[src/rtl/vliw_pkg.sv]
// Shared VLIW issue constants: bundle slot map, register file size and
// functional-unit latencies (issue to write-back, in cycles).
package vliw_pkg;

    localparam int unsigned NREG  = 32;
    localparam int unsigned NSLOT = 6;
    localparam int unsigned REG_W = 5;
    localparam int unsigned TMR_W = 5;

    localparam int unsigned LAT_ADD = 4;
    localparam int unsigned LAT_MUL = 13;
    localparam int unsigned LAT_FPA = 4;
    localparam int unsigned LAT_FPM = 25;
    localparam int unsigned LAT_LU  = 1;
    localparam int unsigned LAT_MEM = 2;

    typedef enum int unsigned {
        SLOT_ADD = 0,
        SLOT_MUL = 1,
        SLOT_FPA = 2,
        SLOT_FPM = 3,
        SLOT_LU  = 4,
        SLOT_MEM = 5
    } slot_e;

    function automatic logic [TMR_W-1:0] max_lat(input logic [TMR_W-1:0] a,
                                                 input logic [TMR_W-1:0] b);
        return (a > b) ? a : b;
    endfunction

endpackage

[src/rtl/reg_timer.sv]
// Per-register write-back countdown; busy while the count is nonzero.
// Clear beats load, load beats the running decrement.
module reg_timer
    import vliw_pkg::*;
(
    input  logic             clk,
    input  logic             clear,
    input  logic             load,
    input  logic [TMR_W-1:0] load_val,
    output logic             busy
);

    logic [TMR_W-1:0] count;

    always_ff @(posedge clk) begin
        if (clear) begin
            count <= '0;
        end else if (load) begin
            count <= load_val;
        end else if (count != '0) begin
            count <= count - TMR_W'(1);
        end
    end

    assign busy = (count != '0);

endmodule

[src/rtl/issue_scoreboard.sv]
// In-order VLIW issue scoreboard: stalls a bundle while any source or
// destination register has a pending write, and tracks write-back timers.
module issue_scoreboard #(
    parameter int unsigned NREG    = vliw_pkg::NREG,
    parameter int unsigned NSLOT   = vliw_pkg::NSLOT,
    parameter int unsigned LAT_ADD = vliw_pkg::LAT_ADD,
    parameter int unsigned LAT_MUL = vliw_pkg::LAT_MUL,
    parameter int unsigned LAT_FPA = vliw_pkg::LAT_FPA,
    parameter int unsigned LAT_FPM = vliw_pkg::LAT_FPM,
    parameter int unsigned LAT_LU  = vliw_pkg::LAT_LU,
    parameter int unsigned LAT_MEM = vliw_pkg::LAT_MEM
) (
    input  logic               clk,
    input  logic               rst,
    input  logic               bnd_valid,
    output logic               bnd_ready,
    input  logic [NSLOT-1:0]   slot_valid,
    input  logic [5*NSLOT-1:0] src_a,
    input  logic [5*NSLOT-1:0] src_b,
    input  logic [5*NSLOT-1:0] dst,
    input  logic [4:0]         mul_dst2,
    input  logic               flush,
    output logic               issue,
    output logic [NREG-1:0]    busy_vec,
    output logic [15:0]        stall_cnt,
    output logic               err
);

    localparam int unsigned RW = vliw_pkg::REG_W;
    localparam int unsigned TW = vliw_pkg::TMR_W;

    logic [NSLOT-1:0] hazard;
    logic             accept;
    logic             dup;
    logic             tmr_clear;
    logic [NREG-1:0]  load_en;
    logic [TW-1:0]    load_val [NREG];
    logic             unused_r0;

    function automatic logic [RW-1:0] fld(input logic [5*NSLOT-1:0] v,
                                          input int unsigned n);
        return v[RW*n +: RW];
    endfunction

    function automatic logic [TW-1:0] slot_lat(input int unsigned n);
        case (n)
            vliw_pkg::SLOT_ADD: slot_lat = TW'(LAT_ADD);
            vliw_pkg::SLOT_MUL: slot_lat = TW'(LAT_MUL);
            vliw_pkg::SLOT_FPA: slot_lat = TW'(LAT_FPA);
            vliw_pkg::SLOT_FPM: slot_lat = TW'(LAT_FPM);
            vliw_pkg::SLOT_LU:  slot_lat = TW'(LAT_LU);
            vliw_pkg::SLOT_MEM: slot_lat = TW'(LAT_MEM);
            default:            slot_lat = '0;
        endcase
    endfunction

    // busy_vec[0] is hard zero, so R0 operands never raise a hazard.
    always_comb begin
        hazard = '0;
        for (int unsigned n = 0; n < NSLOT; n++) begin
            if (slot_valid[n] && (busy_vec[fld(src_a, n)] ||
                                  busy_vec[fld(src_b, n)] ||
                                  busy_vec[fld(dst, n)])) begin
                hazard[n] = 1'b1;
            end
        end
        if (slot_valid[vliw_pkg::SLOT_MUL] && busy_vec[mul_dst2]) begin
            hazard[vliw_pkg::SLOT_MUL] = 1'b1;
        end
    end

    assign bnd_ready = rst | ~(|hazard);
    assign accept    = bnd_valid & bnd_ready & ~rst;
    assign tmr_clear = rst | flush;

    // Per-register load value is the longest latency of all writers in the
    // bundle; only the slot dst fields count towards the duplicate error.
    always_comb begin
        dup     = 1'b0;
        load_en = '0;
        for (int unsigned r = 0; r < NREG; r++) begin
            load_val[r] = '0;
        end
        for (int unsigned n = 0; n < NSLOT; n++) begin
            if (slot_valid[n] && fld(dst, n) != '0) begin
                if (load_en[fld(dst, n)]) begin
                    dup = 1'b1;
                end
                load_en[fld(dst, n)]  = 1'b1;
                load_val[fld(dst, n)] = vliw_pkg::max_lat(load_val[fld(dst, n)],
                                                          slot_lat(n));
            end
        end
        if (slot_valid[vliw_pkg::SLOT_MUL] && mul_dst2 != '0) begin
            load_en[mul_dst2]  = 1'b1;
            load_val[mul_dst2] = vliw_pkg::max_lat(load_val[mul_dst2], TW'(LAT_MUL));
        end
    end

    assign busy_vec[0] = 1'b0;
    assign unused_r0   = load_en[0] | (|load_val[0]);

    for (genvar r = 1; r < NREG; r++) begin : g_tmr
        reg_timer u_tmr (
            .clk      (clk),
            .clear    (tmr_clear),
            .load     (accept & load_en[r]),
            .load_val (load_val[r]),
            .busy     (busy_vec[r])
        );
    end

    always_ff @(posedge clk) begin
        if (rst) begin
            issue     <= 1'b0;
            err       <= 1'b0;
            stall_cnt <= '0;
        end else begin
            issue <= accept;
            err   <= accept & dup;
            if (bnd_valid && !bnd_ready && stall_cnt != '1) begin
                stall_cnt <= stall_cnt + 16'd1;
            end
        end
    end

endmodule

[config.mk]
export PLATFORM = sky130hd
export DESIGN_NAME = issue_scoreboard
export DESIGN_NICKNAME = d
export VERILOG_FILES = /design/src/rtl/vliw_pkg.sv /design/src/rtl/reg_timer.sv /design/src/rtl/issue_scoreboard.sv
export SDC_FILE = /design/constraint.sdc
export NUM_CORES = 1
export LEC_CHECK = 0
export CAP_MARGIN = 20
export CORE_ASPECT_RATIO = 0.8
export CORE_UTILIZATION = 35
export CTS_CLUSTER_SIZE = 28
export DETAILED_ROUTE_END_ITERATION = 6
export GPL_TIMING_DRIVEN = 0
export PLACE_DENSITY = 0.61
export RECOVER_POWER = 25
export SLEW_MARGIN = 30
export SYNTH_ARGS = -nofsm -noshare
export SYNTH_HDL_FRONTEND = slang
export SYNTH_HIERARCHICAL = 1
export SYNTH_SLANG_ARGS = --single-unit
[constraint.sdc]
create_clock -name clk -period 6.9 [get_ports clk]
set_input_delay 1.38 -clock clk [delete_from_list [all_inputs] [get_ports clk]]
set_output_delay 1.38 -clock clk [all_outputs]
set_load 0.01 [all_outputs]
==> results of run 1 <==
[metrics by stage]
| stage | instance area (um^2) | utilization | cells | setup slack, ps |
|---|---|---|---|---|
| floorplan | 21900 | - | 2815 | 1560 |
| global placement | 24100 | 0.392 | 3763 | -950 |
| detailed placement | 24300 | 0.395 | 3772 | -651 |
| CTS | 25100 | 0.408 | 3823 | -107 |
| global route | 25400 | 0.413 | 3856 | -51.6 |
| finish | 25400 | 0.413 | 3857 | -207 |
[placed cells by master, fill, tap and decap left out, drive strengths merged, types with 39 or more instances in the layout]
cell type,n
inv,241
nand2b,58
a31oi,58
o211ai,88
nor3,77
a311oi,39
mux4,148
mux2i,87
nand2,323
buf,100
clkbuf,179
dfxtp,173
mux2,39
clkdlybuf4s50,96
o22ai,60
nand4,79
nand3,67
o21ai,74
a21oi,104
or3,61
nor2b,44
nor2,252
[state kept, by name, summed over array words and instances (netlist names)]
signal             cells
stall_cnt             16
issue                  1
g_tmr.u_tmr/count    155
err                    1
[final cells by class]
class / instances / area, um^2 / share of cell area
inverter: 250 / 983 / 0.0387
buffer: 198 / 836 / 0.0329
clock inverter: 12 / 135 / 0.00532
antenna: 3 / 7.51 / 0.000295
clock buffer: 20 / 457 / 0.0180
timing repair buffer: 180 / 1700 / 0.0670
sequential: 173 / 3460 / 0.136
tap: 830 / 1040 / 0.0409
multi-input combinational: 2191 / 16800 / 0.661
[logic make-up after synthesis]
group / count (synthesis) / synth area share
and+or+nand+nor: 1196 / 0.306
muxes: 274 / 0.212
buffers and inverters: 451 / 0.0804
AOI/OAI and AO/OA: 646 / 0.208
xor gates and xnor gates: 42 / 0.0168
adders and majority gates: 32 / 0.0183
DFF: 173 / 0.158
other: 1 / 0.000171
[per-layer routing]
| layer | part of all wire | vias up | wire length, um | track usage |
|---|---|---|---|---|
| met5 | 0.00074 | - | 90 | 0.0101 |
| met4 | 0.045 | 2 | 5540 | 0.160 |
| met3 | 0.14 | 297 | 17200 | 0.150 |
| met2 | 0.39 | 1909 | 48000 | 0.520 |
| met1 | 0.42 | 12600 | 50900 | 0.512 |
| li1 | - | 11100 | - | - |
[power by group through the flow]
stage / sequential, W / combinational, W / clock [W]
floorplan: 0.00158 / 0.00612 / 0
global placement: 0.00165 / 0.00964 / 0
detailed placement: 0.00164 / 0.00964 / 0
CTS: 0.00162 / 0.0100 / 0.00106
global route: 0.00168 / 0.0113 / 0.00108
finish: 0.00163 / 0.0110 / 0.00101
[worst paths after layout]
kind / depth (start not counted) / to
setup / recovery: 15 / g_tmr[10].u_tmr/count[1]
hold / removal: 1 / stall_cnt[4]
setup reg to reg: 18 / g_tmr[10].u_tmr/count[4]
hold reg to reg: 1 / stall_cnt[4]
[what timing repair did]
action                                  in CTS  in global routing
pin swaps                                    0                  1
setup buffers                               20                 33
endpoints found under the setup margin       7                 15
gates resized for setup                     10                 26
[critical path: cells and delay by family]
kind / cells / cell delay [ps]
buffers and inverters: 5 / 2150
AND/OR/NAND/NOR: 5 / 1680
multiplexers: 3 / 1450
AO/OA/AOI/OAI: 2 / 810
==> metrics.txt, run 1 <==
status=complete, but fails checks; failing checks=negative setup slack; area leader, netlist=dfxtp_1; Core Rows=81; antenna viol nets, final=0; Clock Pin Slew Worst Setup and Hold Paths=70 ps; Initial Util=0.356; Post-synth EDFFs=0; crit path DAT=7510 ps; Critical Path RT=7300 ps; Rel. slew slack=0.223; clk sink count=173; NetSw=0.00699 W; Setup CP Type=in -> reg; Die X=282 um; worst hold-check path type=reg -> reg; Max stage delay cell, worst path=clkdlybuf4s15_1; RSZ-0062 raised after global routing=true; All-Layer GR Usage=0.377; Most used DFF post-synth=dfxtp_1; Avg Cell Area, Syn=7.78 um^2; die area=0.0636 mm^2; H-tree depth=4; initial antenna violation count=5; # IOs=156; critical path startpoint=dst[19]; f_max=141 MHz; pwr dens=535 mW/mm^2; RePlAce Congestion=1.11; crit path cell chain=clkdlybuf4s50_1, clkbuf_1, nand2_1, clkdlybuf4s15_1, nor2_1, a21oi_1, mux4_2, inv_1, mux4_2, mux2i_1, nand2_1, clkbuf_1, nor3b_1, nand2_1, o211ai_1; top cells by area, synth=dfxtp_1 16%, mux4_2 15%, nand2_1 5.5%, nor2_1 4.3%, inv_1 4.2%; Top cell by count, worst path=nand2_1; Hold Startpoint=stall_cnt[4]; largest net degree at the start of global routing=65; Clock Path Buffers=2; synthesized area=0.0219 mm^2; Yosys top cell area share=0.158; Worst setup SP type=primary input; DRC=0; Congestion Overflow GR=0; cts bufs inserted=17; internal power=0.00660 W; worst-margin pin slew=1170 ps; sequential element share of the synthesized area=0.158; drt initial violations=3687; Async SR Flop Fraction=0; crit path max fanout=10; clk_lat worst skew=490 ps; Post-synth top cells=323 x nand2_1, 252 x nor2_1, 248 x inv_1; count of hold-fix buffers inserted at cts=0; final setup fails=27; Net Count, Synth=2952; minimum clock period=7110 ps; Filler cells=6460; final period utilization=1.03; Fin. Hold Viols=0; Post-Route WL=122 mm; FF+latch count, synth=173; vias in the first global route=23500; vias per cell=6.72; skew final=21.6 ps; P_leak=9.08 nW; Hold WS=480 ps; clock root buffer master=clkbuf_16; layout cells sized above 1=0.139; reg2reg start=g_tmr[3].u_tmr/count[0]; register-to-register setup slack=460 ps; Syn Inst Count=2815; Synth cell types=85; max-capacitance violation count=0; combinational share of power=0.806; Yosys warnings=6; CP peak stage delay=760 ps; CTS tree=done; first-pass GRT wire length=171 mm; worst vdd ir=0.453 mV; clock share of power=0.074; Vias=25900; I/O Buffers=118; Slew Viols, Final=0; final worst setup slack=-207 ps; WL/cell=31.6 um; core area=0.0615 mm^2; DRT Pass-1 Iters=6; Sw Share=0.514; chip height=226 um; Seq pwr share=0.120; post-DP HPWL=94.7 mm; Final nets=3148; kind of end point of the critical path=flip-flop; most common cell in the netlist=nand2_1; Area Growth Syn to Fin=16.0%; Pwr Total=0.0136 W; setup TNS=-3000 ps
Note: power is estimated with default switching activity, not from simulation.
==> inputs of run 2 (changes only) <==
--- a/config.mk
+++ b/config.mk
@@ -8,6 +8,7 @@
 export CAP_MARGIN = 20
 export CORE_ASPECT_RATIO = 0.8
 export CORE_UTILIZATION = 35
+export CTS_CLUSTER_DIAMETER = 30
 export CTS_CLUSTER_SIZE = 28
 export DETAILED_ROUTE_END_ITERATION = 6
 export GPL_TIMING_DRIVEN = 0
==> results of run 2 <==
Same layout as run 1: the final DEF is identical, and so are final timing and power.
